$ cat src/rtl/drp_arbiter.sv
// drp_arbiter: round-robin sharing of one transceiver DRP port among NUM_REQ requesters,
// with per-requester request latching and a watchdog for unacknowledged transactions.
module drp_arbiter #(
  parameter int NUM_REQ        = 2,
  parameter int DRP_ADDR_WIDTH = 9,
  parameter int DRP_DATA_WIDTH = 16,
  parameter int TIMEOUT_CYCLES = 255
) (
  input  logic                                AXI_aclk,
  input  logic                                AXI_sreset,
  input  logic [NUM_REQ-1:0]                  req_en,
  input  logic [NUM_REQ-1:0]                  req_we,
  input  logic [NUM_REQ*DRP_ADDR_WIDTH-1:0]   req_addr,
  input  logic [NUM_REQ*DRP_DATA_WIDTH-1:0]   req_di,
  output logic [DRP_DATA_WIDTH-1:0]           req_do,
  output logic [NUM_REQ-1:0]                  req_rdy,
  output logic [NUM_REQ-1:0]                  req_err,
  output logic [NUM_REQ-1:0]                  grant,
  output logic                                busy,
  output logic                                drp_en,
  output logic                                drp_we,
  output logic [DRP_ADDR_WIDTH-1:0]           drp_addr,
  output logic [DRP_DATA_WIDTH-1:0]           drp_di,
  input  logic [DRP_DATA_WIDTH-1:0]           drp_do,
  input  logic                                drp_rdy
);
  localparam int AW = DRP_ADDR_WIDTH;
  localparam int DW = DRP_DATA_WIDTH;
  localparam int PW = NUM_REQ > 1 ? $clog2(NUM_REQ) : 1;
  localparam logic [1:0] S_IDLE  = 2'd0;
  localparam logic [1:0] S_ISSUE = 2'd1;
  localparam logic [1:0] S_WAIT  = 2'd2;
  localparam logic [1:0] S_DONE  = 2'd3;

  logic [1:0]                   r_state;
  logic [NUM_REQ-1:0]           r_pend;
  logic [NUM_REQ-1:0]           r_we;
  logic [NUM_REQ-1:0][AW-1:0]   r_addr;
  logic [NUM_REQ-1:0][DW-1:0]   r_di;
  logic [PW-1:0]                r_ptr;
  logic [PW-1:0]                r_gidx;
  logic [15:0]                  r_cnt;
  logic [NUM_REQ-1:0]           r_grant;
  logic [NUM_REQ-1:0]           r_rdy;
  logic [NUM_REQ-1:0]           r_err;
  logic [DW-1:0]                r_do;
  logic                         r_drp_we;
  logic [AW-1:0]                r_drp_addr;
  logic [DW-1:0]                r_drp_di;
  logic [PW-1:0]                w_win;
  logic                         w_any;
  logic                         w_end;
  logic [NUM_REQ-1:0]           w_gmask;

  // Scan downward so the lowest offset from r_ptr wins.
  always_comb begin
    logic [PW-1:0] j;
    j     = '0;
    w_win = '0;
    for (int k = NUM_REQ - 1; k >= 0; k--) begin
      j = PW'((int'(r_ptr) + k) % NUM_REQ);
      if (r_pend[j]) w_win = j;
    end
  end

  assign w_any   = |r_pend;
  assign w_end   = drp_rdy || (r_cnt == 16'(TIMEOUT_CYCLES - 1));
  assign w_gmask = NUM_REQ'(1) << r_gidx;

  always_ff @(posedge AXI_aclk or posedge AXI_sreset) begin
    if (AXI_sreset) begin
      r_state    <= S_IDLE;
      r_pend     <= '0;
      r_we       <= '0;
      r_addr     <= '0;
      r_di       <= '0;
      r_ptr      <= '0;
      r_gidx     <= '0;
      r_cnt      <= '0;
      r_grant    <= '0;
      r_rdy      <= '0;
      r_err      <= '0;
      r_do       <= '0;
      r_drp_we   <= 1'b0;
      r_drp_addr <= '0;
      r_drp_di   <= '0;
    end else begin
      for (int i = 0; i < NUM_REQ; i++)
        if (req_en[i] && !r_pend[i]) begin
          r_we[i]   <= req_we[i];
          r_addr[i] <= req_addr[i*AW +: AW];
          r_di[i]   <= req_di[i*DW +: DW];
        end
      r_pend <= (r_pend | req_en) & ~((r_state == S_WAIT && w_end) ? w_gmask : '0);
      r_rdy  <= '0;
      r_err  <= '0;
      if (r_state == S_IDLE && w_any) begin
        r_state    <= S_ISSUE;
        r_gidx     <= w_win;
        r_grant    <= NUM_REQ'(1) << w_win;
        r_drp_we   <= r_we[w_win];
        r_drp_addr <= r_addr[w_win];
        r_drp_di   <= r_di[w_win];
        r_ptr      <= (w_win == PW'(NUM_REQ - 1)) ? '0 : w_win + 1'b1;
      end else if (r_state == S_ISSUE) begin
        r_state  <= S_WAIT;
        r_cnt    <= '0;
        r_drp_we <= 1'b0;
      end else if (r_state == S_WAIT && w_end) begin
        r_state <= S_DONE;
        r_grant <= '0;
        r_rdy   <= w_gmask;
        r_err   <= drp_rdy ? '0 : w_gmask;
        r_do    <= drp_rdy ? drp_do : '0;
      end else if (r_state == S_WAIT) begin
        r_cnt <= r_cnt + 1'b1;
      end else if (r_state == S_DONE) begin
        r_state <= S_IDLE;
      end
    end
  end

  assign req_do   = r_do;
  assign req_rdy  = r_rdy;
  assign req_err  = r_err;
  assign grant    = r_grant;
  assign busy     = (r_state == S_ISSUE) || (r_state == S_WAIT);
  assign drp_en   = (r_state == S_ISSUE);
  assign drp_we   = r_drp_we;
  assign drp_addr = r_drp_addr;
  assign drp_di   = r_drp_di;
endmodule

$ cat config.mk
export PLATFORM = sky130hd
export DESIGN_NAME = drp_arbiter
export DESIGN_NICKNAME = d
export VERILOG_FILES = /design/src/rtl/drp_arbiter.sv
export SDC_FILE = /design/constraint.sdc
export NUM_CORES = 1
export LEC_CHECK = 0
export CAP_MARGIN = 30
export CORE_AREA = 8 8 115 117
export CTS_CLUSTER_SIZE = 10
export DETAILED_ROUTE_END_ITERATION = 10
export DIE_AREA = 0 0 123 125
export GPL_ROUTABILITY_DRIVEN = 0
export PLACE_DENSITY_LB_ADDON = 0.15
export SLEW_MARGIN = 30
export SYNTH_ARGS = -nofsm -noshare
export SYNTH_HDL_FRONTEND = slang
export SYNTH_SLANG_ARGS = --single-unit
$ cat constraint.sdc
create_clock -name AXI_aclk -period 10.9 [get_ports AXI_aclk]
set_input_delay 1.09 -clock AXI_aclk [delete_from_list [all_inputs] [get_ports AXI_aclk]]
set_output_delay 1.09 -clock AXI_aclk [all_outputs]
set_load 0.005 [all_outputs]
After elaboration in Yosys (flattened, before gate mapping)
Index checks and enable logic that the tools add are counted.
{ "word_totals": {"ff_bits": 122, "in_bits": 73, "out_inout_bits": 50, "word_cells": 90} }
{ "op_classes": {"n_addsub": 3, "magnitude_cmp": 3, "n_eq_ne": 7, "shifts": 2, "mux": 34, "n_bitwise": 5, "reduce_logical": 18} }
{ "op_table": {"columns": ["op", "n"], "rows": [
  ["two-way mux 16 bit", 6],
  ["two-way mux 2 bit", 15],
  ["two-way mux 9 bit", 2],
  ["adder 16 x 1 -> 16 bit, second input constant", 1],
  ["equality test 16 x 8 -> 1 bit, second input constant", 1],
  ["two-way mux 1 bit", 11],
  ["less-than comparator 1 x 2 -> 1 bit, second input constant", 3],
  ["AND reduction 3 bit", 2],
  ["nonzero test 2 bit", 3],
  ["equality test 2 bit, second input constant", 2],
  ["logical AND 1 bit", 4],
  ["inequality test 4 x 2 -> 1 bit, second input constant", 1],
  ["AND reduction 2 bit", 2],
  ["nonzero test 4 bit", 1],
  ["<< shifter 1 x 1 -> 2 bit, first input constant", 2],
  ["adder 1 bit, second input constant", 2],
  ["bitwise AND 2 bit", 1],
  ["equality test 2 x 1 -> 1 bit, second input constant", 1],
  ["logical NOT 1 bit", 2],
  ["logical NOT 2 bit", 1],
  ["logical OR 1 bit", 2],
  ["inequality test 2 x 1 -> 1 bit, second input constant", 1],
  ["inequality test 2 bit, second input constant", 1],
  ["inverter 1 bit", 2],
  ["3 further kinds", 3]
]} }

Depth between registers and ports, before layout
Gate-level depths: netlist of run 1.
{ "depth": {"depth_word": 8, "ltp_mapped": 9, "ltp_nobuf": 7} }

Worst setup path before layout of run 1
No wires, ideal clock.
{ "synth_path": {"path_type": "input port to flip-flop", "from": "input port drp_rdy", "to": "register r_cnt[15]", "setup_time_ps": 69, "arrival_ps": 2337, "t_required_ps": 10831, "setup_slack_ps": 8494, "cell_stages": 6, "path_buffers": 1, "cell_sequence": "buf_6 -> nand2_2 -> nor3b_2 -> nand2_1 -> or4_1 -> nand3_1"} }
{ "synth_between": {"elab_chain_cells": 4} }
{ "synth_lines": {"columns": ["item", "line", "rtl"], "rows": [
  ["from (decl)", "25", "input logic drp_rdy"],
  ["logical OR 1 bit", "67", "assign w_end = drp_rdy || (r_cnt == 16'(TIMEOUT_CYCLES - 1));"],
  ["logical AND 1 bit", "109", "end else if (r_state == S_WAIT && w_end) begin"],
  ["inequality test 2 bit (no line)", null, null],
  ["AND reduction 3 bit (no line)", null, null],
  ["to (signal assigned)", "116", "r_cnt <= r_cnt + 1'b1;"],
  ["to (decl)", "42", "logic [15:0] r_cnt;"]
]} }
Every way passes these cells.
A chain may end at the register's enable or synchronous reset.

Worst setup path after layout of run 1
{ "layout_path": {"from": "register r_state[1]", "to": "output port drp_en"} }
{ "layout_between": {"elab_chain_cells": 1} }
{ "layout_lines": {"columns": ["item", "line", "rtl"], "rows": [
  ["from (decl)", "35", "logic [1:0] r_state;"],
  ["from (signal assigned)", "72", "r_state <= S_IDLE;"],
  ["from (signal assigned)", "98", "r_state <= S_ISSUE;"],
  ["from (signal assigned)", "106", "r_state <= S_WAIT;"],
  ["equality test 2 x 1 -> 1 bit", "128", "assign drp_en = (r_state == S_ISSUE);"],
  ["to (decl)", "20", "output logic drp_en,"]
]} }
Every way passes these cells.

==> results of run 1 <==
[stage by stage]
stage                     instances  instance area, µm²
after floorplan                 435                5220
after global placement          684                6540
after detailed placement        684                6540
after CTS                       714                7080
after global routing            714                7090
final                           714                7090
[worst max-delay path by stage]
stage	from	endpoint	slack, ns	cells after the start
finish	r_state[1]$_DFFE_PP0P_	drp_en	7.47	3
global route	r_state[1]$_DFFE_PP0P_	drp_en	7.34	3
CTS	r_state[1]$_DFFE_PP0P_	drp_en	7.49	3
detailed placement	drp_rdy	r_cnt[15]$_DFFE_PP0P_	7.33	6
global placement	drp_rdy	r_cnt[15]$_DFFE_PP0P_	7.43	6
floorplan	AXI_sreset	drp_addr[0]$_DFFE_PP0P_	6.57	1
[power breakdown]
group | switching [µW] | internal [µW]
logic | 325 | 381
clock network | 186 | 331
registers | 119 | 650
[worst min-delay path: cells and delay by family, from the launching register on]
kind / cells / cell delay (ns)
AO/OA/AOI/OAI: 1 / 0.05
flip-flops: 1 / 0.34
AND/OR/NAND/NOR: 1 / 0.06
[synthesized netlist by cell type, drive strengths merged (3+ instances only)]
library cell	n
dfrtp	122
mux2	52
nand2	48
inv	39
o21ai	38
a222oi	26
clkbuf	15
buf	12
a31oi	10
o31ai	10
a21oi	9
ha	7
nand3	7
nor2	6
and2	4
a41oi	3
and3	3
nor2b	3
[per-layer routing]
layer,vias up,part of all wire (%)
met3,6,9.1
met4,0,0.63
li1,1820,-
met5,-,0
met1,1945,41
met2,157,49
[sequential cells by signal, summed over array words and instances (netlist names)]
name      count
drp_we        1
r_we          2
r_cnt        16
r_addr       18
r_state       2
r_gidx        1
drp_addr      9
req_rdy       2
r_pend        2
req_do       16
r_di         32
req_err       2
drp_di       16
r_ptr         1
grant         2
[cell type report]
type,count,share of cell area (%)
flip-flops and latches,122,43.1
inverters,39,2.10
repair buffers,129,18.0
clock buffers,21,6.21
well taps,147,2.59
multi-input cells,247,26.6
clock inverters,9,1.43
[cells by family (layout without fill, tap and decap cells)]
logic type	count (synthesis)	count (layout)	share of synthesized area, %
buf+inv	66	198	5.64
simple gates	85	85	8.44
flops	122	122	58.5
fa+ha+maj	7	7	1.68
mux	53	53	11.4
compound gates	102	102	14.3
==> key figures, run 1 <==
Final layout
  – Filler Cells Inserted: 972
  – Post-layout net count: 636
  – Multi-input gate area: 1880 µm²
  – Reg area: 3050 µm²
  – Layout cell share with drive strength beyond 1: 19.2%
  – Area Overhead vs Synth: 35.9%
  – Most frequent cells in the layout: dfrtp_1, clkdlybuf4s50_1, mux2_2
  – # diodes: 0
  – Utilization after layout: 61.0%

Hold path
  – Hold worst-path end: req_do[7]$_DFFE_PP0P_
  – Hold path depth: 2
  – Hold crit path type: flop to flop
  – Hold path startpoint: req_do[7]$_DFFE_PP0P_

Drt
  – Routed via count: 3928
  – TritonRoute pass-1 iters: 5
  – Average wire per standard cell: 17.9 µm
  – Total Routed Length: 12800 µm
  – Vias per cell: 5.50
  – DRC errors left: 0
  – DR iter-0 viols: 373
  – Final ANT Viol Nets: 0

Worst setup path
  – Worst reg2reg startpoint: r_state[0]$_DFFE_PP0P_
  – Crit path capture type: output pin
  – Crit path launch type: flop
  – Crit-path cells: inv_1, ha_1, clkdlybuf4s50_1
  – Crit Path Max Fanout: 24
  – Critical-path top delay cell: ha_1
  – Cells on worst reg2reg path: 7
  – Crit Path Class: flop to output pin
  – CP bufs+invs: 2
  – Reg-to-Reg End: r_cnt[15]$_DFFE_PP0P_
  – Top Family by Delay on Critical Path: buffers and inverters
  – Worst path max stage delay: 0.75 ns
  – WP data required: 9.81 ns
  – Worst Path Arrival: 2.34 ns
  – Register-to-register setup slack: 8.39 ns

Clock network
  – Hold Buf Count CTS: 0
  – CTS Buf Count: 17
  – CTS tree: yes
  – # H-tree levels: 4
  – Clock sink total: 122
  – Clock Tree Buf Depth: 2
  – Clk root buf: clkbuf_16
  – Postcts setup bufs: 0
  – Clock latency on the worst-skew pair: 0.41 ns
  – Post-CTS Resized: 0
  – Reg clk slew, reported paths: 0.05 ns

Floorplanning
  – # rows: 40
  – Initial core utilization: 44.9%
  – Core area: 11600 µm²
  – I/O pin count: 123
  – Die height: 125 µm
  – Die area: 15400 µm²
  – Die Wd: 123 µm

GRT
  – Met2 usage: 27.0%
  – Initial antenna violation count: 0
  – Largest net degree at the start of global routing: 79
  – Overflow after GRT: 0
  – First-pass GRT wire length: 20700 µm
  – Number of global-route vias before repair: 4124
  – Met3 usage: 7.56%
  – GRT Total Usage: 17.1%
  – Met1 usage in global routing: 20.6%
  – Gr busiest metal: met2

Yosys
  – Flop and latch count out of synthesis: 122
  – Synth area leader: dfrtp_1
  – Syn nets: 515
  – Syn Std Cell Area: 5220 µm²
  – Ys Warns: 0
  – EDFF count, synth: 0
  – Count of cell types in the netlist: 40
  – Synth top area share: 58.5%
  – Ys async rst share: 100%
  – Register area share after synthesis: 58.5%
  – Top_reg_cell synth: dfrtp_1
  – Top cells by area, synth: dfrtp_1, mux2_2, a222oi_1, nand2_1, inv_1
  – Syn Area/Cell: 12.0 µm²
  – Post-Synthesis Cells: 435

Pwr
  – Final total power: 1990 µW
  – Leakage: 0.00313 µW
  – Maximum VDD drop: 0.000171 V
  – Power Density: 281 nW/µm²

Timing
  – Post-route setup slack: 7.47 ns
  – Final setup vio count: 0
  – Final setup TNS: 0 ns
  – Final Max Tran Viols: 0
  – Post-layout min period: 3.43 ns
  – Slew of the pin with the lowest slew margin: 0.905 ns
  – Count of final hold-check violations: 0
  – Max frequency: 292 MHz
  – Relative max-transition margin: 39.7%
  – Final hold slack: 0.474 ns
  – RSZ-0062 raised after global routing: false
  – Tcrit/Tclk final: 31.5%
  – Clk_skew: 0.0178 ns

Job
  – Max-cap violation count: 0

Run status
  – Run status: complete, no violations

Placed design
  – Setup WS pre-CTS: 7.33 ns
  – DP HPWL: 8330 µm
  – I/O Buffers: 122
Note: power is estimated with default switching activity, not from simulation.
==> run 2: changes to the inputs <==
==> constraint.sdc (replaced) <==
create_clock -name AXI_aclk -period 3.5 [get_ports AXI_aclk]
set_input_delay 0.35 -clock AXI_aclk [delete_from_list [all_inputs] [get_ports AXI_aclk]]
set_output_delay 0.35 -clock AXI_aclk [all_outputs]
set_load 0.005 [all_outputs]
==> key figures, run 2 (synthesis gave the netlist of run 1 again) <==
Run status
  – Run status: complete, no violations

Clock network
  – Clock sink total: 122 (unchanged)
  – Clock latency on the worst-skew pair: 0.41 ns (about the same)
  – Postcts setup bufs: 0 (unchanged)
  – Hold Buf Count CTS: 0 (unchanged)
  – Clock Tree Buf Depth: 2 (unchanged)
  – CTS Buf Count: 17 (unchanged)
  – Clk root buf: clkbuf_16
  – CTS tree: yes
  – Reg clk slew, reported paths: 0.06 ns (about the same)
  – # H-tree levels: 4 (unchanged)
  – Post-CTS Resized: 0 (unchanged)

Worst setup path
  – Critical-path top delay cell: ha_1
  – WP data required: 3.15 ns (-6.66 ns)
  – Crit Path Class: flop to output pin
  – Crit Path Max Fanout: 24 (unchanged)
  – Worst path max stage delay: 0.74 ns (about the same)
  – Worst Path Arrival: 2.35 ns (about the same)
  – Crit path launch type: flop
  – Worst reg2reg startpoint: r_state[1]$_DFFE_PP0P_
  – Crit-path cells: inv_1, ha_1, clkdlybuf4s50_1
  – Critical Path Start: r_state[1]$_DFFE_PP0P_
  – Crit path capture type: output pin

Floorplanning
  – Core area: 11600 µm² (unchanged)
  – Initial core utilization: 44.9% (unchanged)
  – I/O pin count: 123 (unchanged)
  – Die area: 15400 µm² (unchanged)
  – # rows: 40 (unchanged)
  – Die height: 125 µm (unchanged)
  – Die Wd: 123 µm (unchanged)

Final layout
  – Largest register FFs: 32 (unchanged)
  – Most frequent cells in the layout: dfrtp_1, clkdlybuf4s50_1, mux2_2
  – Utilization after layout: 62.1% (+1.1 points)
  – Filler Cells Inserted: 951 (-2.2%)
  – Layout cell share with drive strength beyond 1: 20.5% (+1.2 points)
  – Post-layout net count: 640 (+0.63%)
  – Largest regs: r_di: 32 flops, r_addr: 18 flops
  – Design area: 7220 µm² (+1.8%)
  – Reg area: 3050 µm² (unchanged)
  – Area Overhead vs Synth: 38.3%
  – Biggest register: r_di
  – Multi-input gate area: 1880 µm² (unchanged)
  – # diodes: 0 (unchanged)

Timing
  – Final Max Tran Viols: 0 (unchanged)
  – Clk_skew: 0.00467 ns (-0.0132 ns)
  – Tcrit/Tclk final: 77.0%
  – Count of final hold-check violations: 0 (unchanged)
  – Post-layout min period: 2.70 ns
  – Final setup vio count: 0 (unchanged)
  – Relative max-transition margin: 41.1% (+1.4 points)
  – Final hold slack: 0.313 ns (-0.161 ns)
  – Max frequency: 371 MHz
  – Final setup TNS: 0 ns (unchanged)
  – RSZ-0062 raised after global routing: false
  – Slew of the pin with the lowest slew margin: 0.883 ns (-0.0216 ns)

Drt
  – Final ANT Viol Nets: 0 (unchanged)
  – TritonRoute pass-1 iters: 9 (+4)
  – DRC errors left: 0 (unchanged)
  – Vias per cell: 5.47 (-0.52%)
  – Total Routed Length: 12900 µm (+0.58%)
  – Routed via count: 3935 (+0.18%)
  – Average wire per standard cell: 17.9 µm (-0.12%)
  – DR iter-0 viols: 332 (-11%)

GRT
  – First-pass GRT wire length: 20900 µm (+1.4%)
  – Largest net degree at the start of global routing: 50 (-37%)
  – Overflow after GRT: 0 (unchanged)
  – Initial antenna violation count: 0 (unchanged)
  – GRT Total Usage: 17.3% (+0.14 points)
  – Number of global-route vias before repair: 4069 (-1.3%)

Pwr
  – Power Density: 888 nW/µm² (+220%)
  – Leakage: 0.00317 µW (+1.5%)
  – Maximum VDD drop: 0.000465 V (+170%)

Placed design
  – I/O Buffers: 122 (unchanged)
  – DP HPWL: 8790 µm (+5.5%)
  – Placed Area: 6600 µm² (+0.86%)

Job
  – Max-cap violation count: 0 (unchanged)

Hold path
  – Hold crit path type: input pin to async pin
## run 2: cell types whose count changed in the layout (fill, tap and decap cells not counted)
cell,delta
buf_12,+2
buf_4,+3
buf_6,-1
bufinv_16,+2
clkbuf_1,-3
clkbuf_8,+1
clkinv_2,-2
clkinvlp_4,+4
inv_4,-1
## run 2: final cells by class
class / count / share of cell area (%)
Sequential cell: 122 / 42.3
Multi-Input combinational cell: 247 / 26.1
Timing Repair Buffer: 133 / 18.4
Clock buffer: 19 / 6.14
Tap cell: 147 / 2.55
Clock inverter: 12 / 2.41
Inverter: 39 / 2.08
## run 2: final timing paths
| path | depth (start not counted) | slack, ns | endpoint |
|---|---|---|---|
| max in group asynchronous | 4 | 2.37 | req_do[12]$_DFFE_PP0P_ |
| worst max register to register | 6 | 1.12 | r_cnt[15]$_DFFE_PP0P_ |
| worst min-delay path | 2 | 0.31 | drp_di[7]$_DFFE_PP0P_ |
| min in group AXI_aclk | 2 | 0.48 | req_do[7]$_DFFE_PP0P_ |
| worst min register to register | 2 | 0.48 | req_do[7]$_DFFE_PP0P_ |
| worst max-delay path | 3 | 0.80 | drp_en |
## run 2: through the flow
step	setup slack, ns	total power (µW)	cells
4_1_cts	0.796	6470	719
2_1_floorplan	1.61	3620	435
3_3_place_gp	1.16	4530	687
6_report	0.803	6400	719
3_5_place_dp	1.15	4630	688
5_1_grt	0.674	6820	719
## run 2: critical path: cells and delay by family (launching register included)
family / cells / cell delay (ns)
fa+ha+maj: 1 / 0.74
buf+inv: 2 / 0.77
flops: 1 / 0.42
## run 2: routing by layer
layer  GRT usage (%)  routed length, µm
met1            21.8               5540
met2            26.9               6200
met3            6.39                981
met4            5.39                127
met5               0                  0
## run 2: where the power goes
group          internal (µW)  total, µW  switching, µW
clock network           1200       1810            613
registers               2020       2390            363
logic                   1190       2200           1010
==> run 3: changes to the inputs <==
==> constraint.sdc (replaced) <==
create_clock -name AXI_aclk -period 2.5 [get_ports AXI_aclk]
set_input_delay 0.25 -clock AXI_aclk [delete_from_list [all_inputs] [get_ports AXI_aclk]]
set_output_delay 0.25 -clock AXI_aclk [all_outputs]
set_load 0.005 [all_outputs]
==> key figures, run 3 (synthesis gave the netlist of run 1 again) <==
Final layout
  – Area Overhead vs Synth: 38.3% (about the same)
  – Largest register FFs: 32 (unchanged)
  – Layout cell share with drive strength beyond 1: 20.6% (+0.10 points)
  – Largest regs: r_di: 32 flops, r_addr: 18 flops
  – Filler Cells Inserted: 934 (-1.8%)
  – Post-Layout Cell Count: 721 (+0.28%)
  – # diodes: 0 (unchanged)
  – Post-layout net count: 642 (+0.31%)
  – Biggest register: r_di
  – Most frequent cells in the layout: dfrtp_1, clkdlybuf4s50_1, mux2_2

Job
  – Max-cap violation count: 0 (unchanged)

Floorplanning
  – Die height: 125 µm (unchanged)
  – Initial core utilization: 44.9% (unchanged)
  – # rows: 40 (unchanged)
  – Die Wd: 123 µm (unchanged)
  – I/O pin count: 123 (unchanged)
  – Die area: 15400 µm² (unchanged)
  – Core area: 11600 µm² (unchanged)

Worst setup path
  – Critical Path Sink: req_do[4]$_DFFE_PP0P_
  – WP data required: 2.79 ns (-0.36 ns)
  – Crit Path Class: flop to flop
  – Register-to-register setup slack: 0.27 ns (-0.85 ns)
  – Crit path capture type: flop
  – Worst Path Arrival: 2.51 ns (+0.16 ns)
  – Crit Path Max Fanout: 36 (+50%)
  – Critical Path Start: r_state[0]$_DFFE_PP0P_
  – Crit path launch type: flop
  – Worst reg2reg startpoint: r_state[0]$_DFFE_PP0P_
  – Reg-to-Reg End: req_do[4]$_DFFE_PP0P_
  – Cells on worst reg2reg path: 8 (+2)

Clock network
  – Clock latency on the worst-skew pair: 0.40 ns (about the same)
  – Reg clk slew, reported paths: 0.05 ns (about the same)
  – Hold Buf Count CTS: 0 (unchanged)
  – Clock Tree Buf Depth: 2 (unchanged)
  – Clock sink total: 122 (unchanged)
  – Post-CTS Resized: 0 (unchanged)
  – CTS tree: yes
  – Postcts setup bufs: 0 (unchanged)
  – # H-tree levels: 4 (unchanged)
  – Clk root buf: clkbuf_16
  – CTS Buf Count: 17 (unchanged)

Timing
  – Final setup vio count: 0 (unchanged)
  – Post-layout min period: 2.23 ns
  – Slew of the pin with the lowest slew margin: 0.579 ns (-0.304 ns)
  – Final Max Tran Viols: 0 (unchanged)
  – Clk_skew: 0.00598 ns (+0.00131 ns)
  – Max frequency: 449 MHz
  – Count of final hold-check violations: 0 (unchanged)
  – Relative max-transition margin: 61.4% (+20 points)
  – Tcrit/Tclk final: 89.0%
  – RSZ-0062 raised after global routing: false
  – Final setup TNS: 0 ns (unchanged)

Pwr
  – Power Density: 1230 nW/µm² (+39%)
  – Leakage: 0.00319 µW (+0.41%)
  – Maximum VDD drop: 0.000594 V (+28%)

Drt
  – Vias per cell: 5.38 (-1.7%)
  – DR iter-0 viols: 298 (-10%)
  – DRC errors left: 0 (unchanged)
  – TritonRoute pass-1 iters: 8 (-1)
  – Final ANT Viol Nets: 0 (unchanged)
  – Routed via count: 3878 (-1.4%)
  – Total Routed Length: 12500 µm (-2.5%)
  – Average wire per standard cell: 17.4 µm (-2.8%)

Hold path
  – Hold crit path type: input pin to async pin

Placed design
  – DP HPWL: 8590 µm (-2.3%)
  – Dpl cells: 690 (+0.29%)
  – I/O Buffers: 122 (unchanged)

GRT
  – Initial antenna violation count: 0 (unchanged)
  – GRT Total Usage: 16.6% (-0.63 points)
  – Overflow after GRT: 0 (unchanged)
  – First-pass GRT wire length: 20300 µm (-3.2%)
  – Largest net degree at the start of global routing: 83 (+66%)
  – Number of global-route vias before repair: 4056 (-0.32%)

Run status
  – Run status: complete, no violations
## run 3: changes by cell type in the layout (fill, tap and decap cells not counted), sizes merged
cell	change
clkbuf	+6
clkinvlp	-2
buf	+2
clkinv	-2
bufinv	-2
## run 3: layout make-up
| class | count | area (µm²) | share of cell area (%) |
|---|---|---|---|
| Tap cell | 147 | 184 | 2.55 |
| Clock inverter | 6 | 85.1 | 1.18 |
| Sequential cell | 122 | 3050 | 42.3 |
| Multi-Input combinational cell | 247 | 1880 | 26.1 |
| Inverter | 39 | 150 | 2.08 |
| Clock buffer | 25 | 515 | 7.15 |
| Timing Repair Buffer | 135 | 1340 | 18.6 |
## run 3: power breakdown
| group | switching [µW] | internal, µW | leakage (µW) |
|---|---|---|---|
| combinational | 1410 | 1710 | 0.00137 |
| sequential | 516 | 2840 | 0.00153 |
| clock | 813 | 1620 | 0.000291 |
| total | 2740 | 6160 | 0.00319 |
## run 3: through the flow
step	hold WS [ns]	total power [µW]	util (%)	setup WS, ns	cell area, µm²
2_1_floorplan	0.384	5070	-	0.613	5220
3_5_place_dp	0.462	6540	57.0	0.285	6610
5_1_grt	0.0857	9460	62.1	0.0599	7210
3_3_place_gp	0.461	6400	57.0	0.375	6610
4_1_cts	0.0689	9010	62.1	0.249	7210
6_report	0.0870	8900	62.1	0.275	7210
## run 3: routing by layer
layer | track usage, % | up-vias | share of wire, %
li1 | - | 1825 | -
met1 | 21.0 | 1927 | 44
met2 | 25.3 | 108 | 47
met3 | 6.39 | 18 | 7.9
met4 | 6.38 | 0 | 1.6
met5 | 0 | - | 0
## run 3: worst min-delay path by stage
stage,start,to,slack [ns],depth (start not counted)
after detailed placement,r_cnt[7]$_DFFE_PP0P_,r_cnt[7]$_DFFE_PP0P_,0.46,1
after global placement,req_do[9]$_DFFE_PP0P_,req_do[9]$_DFFE_PP0P_,0.46,2
after floorplan,drp_do[10],req_do[10]$_DFFE_PP0P_,0.38,2
after CTS,AXI_sreset,r_di[5]$_DFFE_PP0P_,0.07,2
after global routing,AXI_sreset,r_di[5]$_DFFE_PP0P_,0.09,2
final,AXI_sreset,r_di[5]$_DFFE_PP0P_,0.09,2
## run 3: critical path, cell delays in order (launching register included)
cell and delay [ns]:
dfrtp_1 0.42, inv_1 0.13, ha_1 0.19, nor4b_2 0.23, nand4_2 0.36, a211o_1 0.43
buf_12 0.19, nand2_1 0.10, o21ai_2 0.05
